===== src/rtl/gc_joybus_pkg.sv =====
// gc_joybus_pkg: shared types and constants for the Joybus command transmitter
// Holds the cmd_sel and FSM state enums, the command bytes, the per-bit
// quarter patterns (bit 3 = first quarter on the wire) and the frame builder.
package gc_joybus_pkg;

    typedef enum logic [1:0] {SEL_PROBE, SEL_ORIGIN, SEL_POLL, SEL_RECAL} cmd_sel_e;
    typedef enum logic [1:0] {ST_IDLE, ST_SEND, ST_STOP, ST_GUARD} state_e;

    localparam logic [7:0] CMD_PROBE  = 8'h00;
    localparam logic [7:0] CMD_ORIGIN = 8'h41;
    localparam logic [7:0] CMD_POLL   = 8'h40;
    localparam logic [7:0] CMD_RECAL  = 8'h42;

    localparam logic [3:0] Q_BIT0 = 4'b0001;
    localparam logic [3:0] Q_BIT1 = 4'b0111;
    localparam logic [3:0] Q_STOP = 4'b0111;

    // Frame left-aligned in 24 bits so the serializer always shifts out bit 23.
    function automatic logic [23:0] frame_word(cmd_sel_e sel, logic [7:0] mode, logic rum);
        return sel == SEL_POLL ? {CMD_POLL, mode, 7'd0, rum} :
               {sel == SEL_PROBE ? CMD_PROBE : sel == SEL_ORIGIN ? CMD_ORIGIN : CMD_RECAL, 16'd0};
    endfunction

    function automatic logic [4:0] last_bit(cmd_sel_e sel);
        return sel == SEL_POLL ? 5'd23 : 5'd7;
    endfunction

endpackage


===== src/rtl/gc_joybus_tx_if.sv =====
// gc_joybus_tx_if: command handshake and bus-drive signals of gc_joybus_tx
// master: requester (drives cmd_valid/cmd_sel/rumble); slave: the transmitter.
interface gc_joybus_tx_if;
    import gc_joybus_pkg::*;
    logic       cmd_valid;
    logic       cmd_ready;
    logic [1:0] cmd_sel;
    logic       rumble;
    logic       tx_data;
    logic       tx_active;
    logic       tx_done;
    modport master (output cmd_valid, cmd_sel, rumble, input cmd_ready, tx_data, tx_active, tx_done);
    modport slave  (input cmd_valid, cmd_sel, rumble, output cmd_ready, tx_data, tx_active, tx_done);
endinterface


===== src/rtl/gc_us_tick.sv =====
// gc_us_tick: CLK_PER_US prescaler producing a one-cycle tick at the end of each 1 us slot
// Ports: clk, rst (sync, active-high), restart (realign slot to next cycle), tick (out).
module gc_us_tick #(
    parameter int CLK_PER_US = 60
) (
    input  logic clk,
    input  logic rst,
    input  logic restart,
    output logic tick
);
    localparam int W = $clog2(CLK_PER_US);

    logic [W-1:0] cnt_q, cnt_d;

    always_comb begin
        tick  = cnt_q == W'(CLK_PER_US - 1);
        cnt_d = (restart || tick) ? '0 : cnt_q + W'(1);
    end

    always_ff @(posedge clk) begin
        if (rst) cnt_q <= '0;
        else     cnt_q <= cnt_d;
    end

endmodule


===== src/rtl/gc_joybus_tx.sv =====
// gc_joybus_tx: Joybus command transmitter serialising probe/origin/poll/recal frames
// Ports: clk, rst (sync, active-high), bus (gc_joybus_tx_if.slave: cmd_valid/cmd_ready/
// cmd_sel/rumble in handshake, tx_data/tx_active/tx_done bus drive).
// Config macro GC_JOYBUS_RUMBLE_EN: send the latched rumble bit as the last poll bit.
module gc_joybus_tx
    import gc_joybus_pkg::*;
#(
    parameter int         CLK_PER_US = 60,
    parameter logic [7:0] POLL_MODE  = 8'h03,
    parameter int         GUARD_US   = 200
) (
    input logic            clk,
    input logic            rst,
    gc_joybus_tx_if.slave  bus
);
    localparam int GW = GUARD_US > 1 ? $clog2(GUARD_US) : 1;

    state_e        state_q, state_d;
    logic [1:0]    qtr_q, qtr_d;
    logic [4:0]    bit_q, bit_d;
    logic [23:0]   sr_q, sr_d;
    logic [GW-1:0] gcnt_q, gcnt_d;
    logic          done_q, done_d;
    logic          tick, accept, rum_bit, act;
    logic [3:0]    pat;

    assign accept = bus.cmd_valid && state_q == ST_IDLE;

`ifdef GC_JOYBUS_RUMBLE_EN
    assign rum_bit = bus.rumble;
`else
    assign rum_bit = bus.rumble & 1'b0;
`endif

    // Restarting on accept aligns the first quarter to start the cycle after accept.
    gc_us_tick #(.CLK_PER_US(CLK_PER_US)) u_tick (
        .clk     (clk),
        .rst     (rst),
        .restart (accept),
        .tick    (tick)
    );

    always_ff @(posedge clk) begin
        if (rst) begin
            state_q <= ST_IDLE;
            qtr_q   <= '0;
            bit_q   <= '0;
            sr_q    <= '0;
            gcnt_q  <= '0;
            done_q  <= 1'b0;
        end else begin
            state_q <= state_d;
            qtr_q   <= qtr_d;
            bit_q   <= bit_d;
            sr_q    <= sr_d;
            gcnt_q  <= gcnt_d;
            done_q  <= done_d;
        end
    end

    always_comb begin
        state_d = state_q;
        qtr_d   = qtr_q;
        bit_d   = bit_q;
        sr_d    = sr_q;
        gcnt_d  = gcnt_q;
        done_d  = 1'b0;
        case (state_q)
            ST_IDLE: if (accept) begin
                state_d = ST_SEND;
                qtr_d   = '0;
                sr_d    = frame_word(cmd_sel_e'(bus.cmd_sel), POLL_MODE, rum_bit);
                bit_d   = last_bit(cmd_sel_e'(bus.cmd_sel));
            end
            ST_SEND: if (tick) begin
                qtr_d = qtr_q == 2'd3 ? 2'd0 : qtr_q + 2'd1;
                if (qtr_q == 2'd3) begin
                    state_d = bit_q == 5'd0 ? ST_STOP : ST_SEND;
                    bit_d   = bit_q == 5'd0 ? bit_q : bit_q - 5'd1;
                    sr_d    = {sr_q[22:0], 1'b0};
                end
            end
            ST_STOP: if (tick) begin
                qtr_d = qtr_q == 2'd3 ? 2'd0 : qtr_q + 2'd1;
                if (qtr_q == 2'd3) begin
                    done_d  = 1'b1;
                    gcnt_d  = '0;
                    state_d = GUARD_US == 0 ? ST_IDLE : ST_GUARD;
                end
            end
            default: if (tick) begin
                gcnt_d  = gcnt_q == GW'(GUARD_US - 1) ? '0 : gcnt_q + GW'(1);
                state_d = gcnt_q == GW'(GUARD_US - 1) ? ST_IDLE : ST_GUARD;
            end
        endcase
    end

    // ~qtr_q selects pattern bit 3 for quarter 0 through bit 0 for quarter 3.
    always_comb begin
        act           = state_q == ST_SEND || state_q == ST_STOP;
        pat           = state_q == ST_STOP ? Q_STOP : (sr_q[23] ? Q_BIT1 : Q_BIT0);
        bus.tx_active = act;
        bus.tx_data   = act ? pat[~qtr_q] : 1'b1;
        bus.cmd_ready = state_q == ST_IDLE;
        bus.tx_done   = done_q;
    end

endmodule


===== src/flat_wrapper.sv =====
// flat-port wrapper written by rule: the top's interface ports become plain ports
module gc_joybus_tx_flat import gc_joybus_pkg::*;
#(
    parameter int         CLK_PER_US = 60,
    parameter logic [7:0] POLL_MODE  = 8'h03,
    parameter int         GUARD_US   = 200
)
  (clk, rst, bus_cmd_valid, bus_cmd_sel, bus_rumble, bus_cmd_ready, bus_tx_data, bus_tx_active, bus_tx_done);
  gc_joybus_tx_if bus_i ();
  input logic clk;
  input logic rst;
  input wire logic [$bits(bus_i.cmd_valid)-1:0] bus_cmd_valid;
  input wire logic [$bits(bus_i.cmd_sel)-1:0] bus_cmd_sel;
  input wire logic [$bits(bus_i.rumble)-1:0] bus_rumble;
  output wire logic [$bits(bus_i.cmd_ready)-1:0] bus_cmd_ready;
  output wire logic [$bits(bus_i.tx_data)-1:0] bus_tx_data;
  output wire logic [$bits(bus_i.tx_active)-1:0] bus_tx_active;
  output wire logic [$bits(bus_i.tx_done)-1:0] bus_tx_done;
  assign bus_i.cmd_valid = bus_cmd_valid;
  assign bus_i.cmd_sel = bus_cmd_sel;
  assign bus_i.rumble = bus_rumble;
  assign bus_cmd_ready = bus_i.cmd_ready;
  assign bus_tx_data = bus_i.tx_data;
  assign bus_tx_active = bus_i.tx_active;
  assign bus_tx_done = bus_i.tx_done;
  gc_joybus_tx #(.CLK_PER_US(CLK_PER_US), .POLL_MODE(POLL_MODE), .GUARD_US(GUARD_US)) u_core (.clk(clk), .rst(rst), .bus(bus_i));
endmodule

===== config.mk =====
export PLATFORM = sky130hd
export DESIGN_NAME = gc_joybus_tx_flat
export DESIGN_NICKNAME = d
export VERILOG_FILES = /design/src/rtl/gc_joybus_pkg.sv /design/src/rtl/gc_joybus_tx_if.sv /design/src/rtl/gc_us_tick.sv /design/src/rtl/gc_joybus_tx.sv /design/src/flat_wrapper.sv
export SDC_FILE = /design/constraint.sdc
export NUM_CORES = 1
export LEC_CHECK = 0
export CAP_MARGIN = 20
export CORE_AREA = 2 2 74 76
export DETAILED_ROUTE_END_ITERATION = 7
export DIE_AREA = 0 0 76 78
export SKIP_LAST_GASP = 1
export SLEW_MARGIN = 20
export SYNTH_ARGS = -nofsm -noshare
export SYNTH_HDL_FRONTEND = slang
export SYNTH_SLANG_ARGS = --single-unit

===== constraint.sdc =====
create_clock -name clk -period 3.3 [get_ports clk]
set_input_delay 0.33 -clock clk [delete_from_list [all_inputs] [get_ports clk]]
set_output_delay 0.33 -clock clk [all_outputs]
set_load 0.02 [all_outputs]

==> reports/results.txt, run 1 <==
status - complete, no violations
hold_ws - 0.4509 ns
TNS Setup - 0 ns
HPWL Detailed - 2.813 mm
f_max - 0.3973 GHz
Post-synth EDFFs - 0
arrival time worst endpoint - 2.19 ns
GRT Total Usage - 0.1536
vias in the first global route - 1594
sequential share of power - 0.385
layout cell share with drive strength beyond 1 - 0.07755
Core Area - 5042 um2
final core occ - 0.4432
area occupied by registers - 800.8 um2
Yosys Warn Count - 0
DIE AREA - 5928 um2
Final Power - 1.491 mW
clock power share - 0.218
Avg Cell Area, Syn - 8.422 um2
DIE WIDTH - 76 um
Worst Path Max Fanout - 10
final hold vios - 0
Pleak - 0.7586 nW
Internal - 0.8959 mW
DP Area - 2147 um2
post_cts resized - 0
Reg clk slew, reported paths - 0.08 ns
Setup WS post-layout - 0.7832 ns
global-route wire length before repair - 7.383 mm
final slew viol count - 0
largest net degree at the start of global routing - 25
placed insts - 307
RSZ-0062 raised after global routing - false
Synth Register Bits - 40
Syn Inst Count - 238
switching pwr - 0.5949 mW
Worst-Skew Late Latency - 0.30 ns
Layout fillers - 512
cts bufs inserted - 5
Synth-to-Final Area Change - 11.49%
Setup CP Type - reg2out
routability congestion estimate - 0.7558
HP Class - reg2reg
Antenna Nets Post-Route - 0
Slew HR - 0.4674
buffer depth of the longest clock path - 2
cell area power density - 667.1 nW/um2
clock root buffer - clkbuf_8
Period Utilization, post-route - 0.7627
Routed Wire Length - 4.183 mm
asr flop ratio synth - 0
initial antenna violation count - 0
IO Port Bufs - 8
IO Count - 10
dpl ws - 0.9271 ns
Syn Std Cell Area - 2004 um2
maximum VDD drop - 0.3151 mV
element type at the critical path end - output pin
switching part of the total power - 0.3990
Via density - 5.568
CTS Hold Bufs - 0
Tightest Pin Transition - 0.7989 ns
sequential share of the synthesized area - 0.3995
row count - 26
final instance area - 2235 um2
multi-input logic area - 1111 um2
crit path launch type - flop
Non-Filler Instances - 315
DR vias - 1754
H-tree Lvls - 2
Tmin final - 2.517 ns
Post-CTS Setup Inserts - 0
final setup fails - 0
Worst Skew - 0.005851 ns
Total Nets Final - 258
DRC viols - 0
combinational fraction of design power - 0.397
First-pass DRT Iterations - 4
Max Cap Viol - 0
die span in y - 78 um
CTS tree - built
ys flop type - dfxtp_1
grt total ovfl - 0
TritonCTS Sinks - 40
syn_nets - 252
distinct cell type count after synthesis - 43
antenna cells - 0
Initial Utilization - 0.3975
worst path required time - 2.97 ns
Iteration-0 DRC Markers - 121
WL/cell - 13.28 um
==> synth_stat cells, types with 3 or more instances <==
cell,instances,area [um2]
a21oi_1,22,110.1
a311oi_1,3,26.28
a31oi_1,8,50.05
and3_1,3,18.77
buf_2,5,25.02
clkbuf_1,8,30.03
dfxtp_1,40,800.8
ha_1,8,100.1
inv_1,8,30.03
mux2i_1,6,60.06
nand2_1,13,48.80
nand2b_1,3,18.77
nand3_1,9,45.04
nand4_1,11,68.82
nor2_1,21,78.83
nor4_1,3,18.77
o21ai_0,20,100.1
o31ai_1,9,67.56
or4_1,4,30.03
xnor2_1,3,26.28
==> layer usage <==
layer  wire length [um]  track usage  vias to the layer above
met2               1804       0.2268                       35
met4                 68      0.06545                        0
met3                178      0.03721                        6
li1                   -            -                      896
met5                  0            0                        -
met1               2131       0.2135                      817
==> critical path, stage by stage (launching register included) <==
cell,delay (ns)
dfxtp_1,0.39
inv_1,0.08
ha_1,0.32
or2_2,0.33
a21oi_1,0.13
o21ai_0,0.09
clkdlybuf4s50_1,0.55
==> cell families (layout without fill, tap and decap cells) <==
kind of cell             Yosys count  after routing  share of synthesized area
AO/OA/AOI/OAI                     72             72                     0.2191
flip-flops                        40             40                     0.3995
adder cells (fa/ha/maj)            8              8                    0.04994
multiplexers                       6              6                    0.02996
XOR/XNOR                           5              5                    0.02185
AND/OR/NAND/NOR                   85             85                     0.2335
buffers and inverters             22             29                    0.04619
==> path summary, 6_finish.rpt <==
| kind | slack, ns | to | start | cells after the start |
|---|---|---|---|---|
| setup reg to reg | 0.95 | u_core.gcnt_q[1] | u_core.state_q[1] | 6 |
| setup / recovery | 0.78 | bus_tx_data | u_core.state_q[0] | 6 |
| hold reg to reg | 0.45 | u_core.u_tick.cnt_q[0] | u_core.u_tick.cnt_q[0] | 1 |
| hold / removal | 0.45 | u_core.u_tick.cnt_q[0] | u_core.u_tick.cnt_q[0] | 1 |
==> cells in the final DEF, fill, tap and decap left out, types with 2 or more instances in the layout <==
cell             instances
dfxtp_1                 40
a21oi_1                 22
nor2_1                  21
o21ai_0                 20
nand2_1                 13
nand4_1                 11
o31ai_1                  9
nand3_1                  9
inv_1                    8
a31oi_1                  8
ha_1                     8
clkdlybuf4s50_1          8
mux2i_1                  6
clkbuf_8                 5
buf_4                    5
or4_1                    4
nand2b_1                 3
nor4_1                   3
xnor2_1                  3
and3_1                   3
a311oi_1                 3
or2_2                    2
o21a_1                   2
nand3b_1                 2
nor4b_1                  2
a211o_1                  2
nor3_1                   2
and2_1                   2
xor2_1                   2
clkinv_2                 2
==> state kept, by name, indices dropped and copies added (netlist names) <==
name / cells
u_core.state_q: 2
u_core.sr_q: 16
u_core.gcnt_q: 8
u_core.qtr_q: 2
u_core.u_tick.cnt_q: 6
u_core.bit_q: 5
u_core.bus.tx_done: 1
==> power by group through the flow <==
stage,Sequential [mW],Clock [mW],Combinational [mW]
3_5_place_dp,0.585,0,0.590
5_1_grt,0.583,0.356,0.670
2_1_floorplan,0.573,0,0.445
6_report,0.574,0.325,0.592
4_1_cts,0.574,0.336,0.593
3_3_place_gp,0.585,0,0.592
==> area by class of cell <==
cell class | instances | area share
clock buffers | 5 | 0.03080
inverters | 8 | 0.01344
clock inverters | 3 | 0.008399
well taps | 70 | 0.03919
flip-flops and latches | 40 | 0.3583
multi-input cells | 176 | 0.4972
repair buffers | 13 | 0.05263
Note: power is estimated with default switching activity, not from simulation.
==> run 2, diff against run 1 <==
==> constraint.sdc (replaced) <==
create_clock -name clk -period 2.3 [get_ports clk]
set_input_delay 0.23 -clock clk [delete_from_list [all_inputs] [get_ports clk]]
set_output_delay 0.23 -clock clk [all_outputs]
set_load 0.02 [all_outputs]
==> run 2 against run 1 <==
Core utilization is 1.0 points higher. Non-clock buffer count increased by 6. Worst hold slack worse by 0.0019 ns. Sequential power grew 44%. Total power is 47% higher. Sequential share of layout area fell by 0.82 points. Flip-flop and latch count stayed put. Die area stayed put. Global-route usage is 0.16 points higher. Count of clock-buffer cells in the layout unchanged. Critical endpoint is now u_core.gcnt_q[1].
==> reports/results.txt, run 2 (same netlist as run 1, synthesis figures left out) <==
status - complete, no violations (unchanged)
combinational fraction of design power - 0.402 (was 0.397)
Reg clk slew, reported paths - 0.09 ns (was 0.08 ns)
biggest regs - u_core.sr_q: 16 flops, u_core.gcnt_q: 8 flops, u_core.u_tick.cnt_q: 6 flops (unchanged)
arrival time worst endpoint - 2.28 ns (was 2.19 ns)
Largest register FFs - 16 (unchanged)
Worst-Skew Late Latency - 0.30 ns (about the same)
Worst Path Max Fanout - 10 (unchanged)
dpl ws - 0.2466 ns (was 0.9271 ns)
cts bufs inserted - 5 (unchanged)
final setup fails - 0 (unchanged)
commonest non-fill, non-tap cells in the layout - dfxtp_1 (40), a21oi_1 (22), nor2_1 (21), o21ai_0 (20), nand2_1 (13) (unchanged)
Total Nets Final - 264 (was 258)
register name with the most flops - u_core.sr_q (unchanged)
TritonCTS Sinks - 40 (unchanged)
antenna cells - 0 (unchanged)
hold depth - 1 (unchanged)
maximum VDD drop - 0.4120 mV (was 0.3151 mV)
commonest non-fill, non-tap cell in the layout - dfxtp_1 (unchanged)
die span in y - 78 um (unchanged)
Via density - 5.417 (was 5.568)
TNS Setup - 0 ns (unchanged)
global-route wire length before repair - 7.555 mm (was 7.383 mm)
H-tree Lvls - 2 (unchanged)
buffer depth of the longest clock path - 2 (unchanged)
largest net degree at the start of global routing - 22 (was 25)
Internal - 1.311 mW (was 0.8959 mW)
clock root buffer - clkbuf_8 (unchanged)
Routed Wire Length - 4.233 mm (was 4.183 mm)
IO Count - 10 (unchanged)
f_max - 0.4807 GHz
multi-input logic area - 1111 um2 (unchanged)
First-pass DRT Iterations - 4 (unchanged)
row count - 26 (unchanged)
Antenna Nets Post-Route - 0 (unchanged)
Period Utilization, post-route - 0.9044
Core Area - 5042 um2 (unchanged)
GRT Total Usage - 0.1552 (was 0.1536)
DRC viols - 0 (unchanged)
HP Class - reg2reg (unchanged)
WL/cell - 13.19 um (was 13.28 um)
final instance area - 2287 um2 (was 2235 um2)
Tightest Pin Transition - 0.5589 ns (was 0.7989 ns)
CTS tree - built (unchanged)
DIE AREA - 5928 um2 (unchanged)
routability congestion estimate - 0.7432 (was 0.7558)
Layout fillers - 506 (was 512)
initial antenna violation count - 0 (unchanged)
depth of the most critical reg-to-reg path - 6 (unchanged)
HPWL Detailed - 2.824 mm (was 2.813 mm)
Pleak - 0.7846 nW (was 0.7586 nW)
Max Cap Viol - 0 (unchanged)
Setup WS post-layout - 0.2198 ns (was 0.7832 ns)
final hold vios - 0 (unchanged)
Worst Skew - 0.007283 ns (was 0.005851 ns)
cell area power density - 957.0 nW/um2 (was 667.1 nW/um2)
Tmin final - 2.080 ns
crit path launch type - flop (unchanged)
final core occ - 0.4536 (was 0.4432)
Iteration-0 DRC Markers - 120 (was 121)
final slew viol count - 0 (unchanged)
vias in the first global route - 1584 (was 1594)
element type at the critical path end - flop (was output pin)
Setup CP Type - reg2reg (was reg2out)
DIE WIDTH - 76 um (unchanged)
Synth-to-Final Area Change - 14.11% (was 11.49%)
Slew HR - 0.6264 (was 0.4674)
switching pwr - 0.8781 mW (was 0.5949 mW)
DR vias - 1739 (was 1754)
IO Port Bufs - 8 (unchanged)
clock power share - 0.221 (was 0.218)
switching part of the total power - 0.4012 (was 0.3990)
sequential share of power - 0.377 (was 0.385)
RSZ-0062 raised after global routing - false (unchanged)
area occupied by registers - 800.8 um2 (unchanged)
Initial Utilization - 0.3975 (unchanged)
worst path required time - 2.50 ns (was 2.97 ns)
layout cell share with drive strength beyond 1 - 0.09960 (was 0.07755)
DP Area - 2192 um2 (was 2147 um2)
grt total ovfl - 0 (unchanged)
run 2: cell types whose count changed in the layout (fill, tap and decap cells not counted), sizes merged:
cell and delta:
dlymetal6s2s +1, clkdlybuf4s50 -1, clkinvlp +2, clkinv -2, buf +6
run 2: worst paths after layout:
kind	start	end	slack [ns]
worst min-delay path	u_core.u_tick.cnt_q[0]	u_core.u_tick.cnt_q[0]	0.45
worst min register to register	u_core.u_tick.cnt_q[0]	u_core.u_tick.cnt_q[0]	0.45
worst max-delay path	u_core.state_q[0]	u_core.gcnt_q[1]	0.22
worst max register to register	u_core.state_q[0]	u_core.gcnt_q[1]	0.22
run 2: critical path: stages (launching register included):
cell     delay (ns)
dfxtp_1        0.39
inv_1          0.08
ha_1           0.32
or2_2          0.35
nor4b_2        0.54
mux2i_1        0.24
nor2_1         0.05
run 2: layout make-up:
class	instances	area share
Multi-Input combinational cell	176	0.4858
Sequential cell	40	0.3501
Timing Repair Buffer	19	0.07221
Tap cell	70	0.03829
Clock buffer	5	0.03009
Inverter	8	0.01313
Clock inverter	3	0.01039
run 2: per-layer routing:
layer | track usage | share of wire | up-vias
met1 | 0.2170 | 0.54 | 808
met3 | 0.03837 | 0.024 | 5
met5 | 0 | 0 | -
li1 | - | - | 912
met2 | 0.2268 | 0.42 | 14
met4 | 0.06727 | 0.015 | 0
run 2: power groups by stage:
stage / Combinational, mW / Clock (mW) / Sequential, mW
finish: 0.880 / 0.484 / 0.825
global route: 0.983 / 0.531 / 0.835
CTS: 0.879 / 0.502 / 0.824
detailed placement: 0.876 / 0 / 0.839
global placement: 0.876 / 0 / 0.839
floorplan: 0.638 / 0 / 0.823
run 2: stage by stage:
| step | hold slack [ns] | cells | total power [mW] |
|---|---|---|---|
| global placement | 0.4354 | 313 | 1.715 |
| finish | 0.4490 | 321 | 2.189 |
| floorplan | 0.4034 | 238 | 1.461 |
| CTS | 0.4550 | 321 | 2.205 |
| global route | 0.4657 | 321 | 2.349 |
| detailed placement | 0.4360 | 313 | 1.715 |
run 2: what timing repair did:
item,4_1_cts,5_1_grt
hold endpoints to repair,0,0
endpoints found under the setup margin,0,1
setup buffers,0,0
resized for setup,0,1
hold buffers,0,0
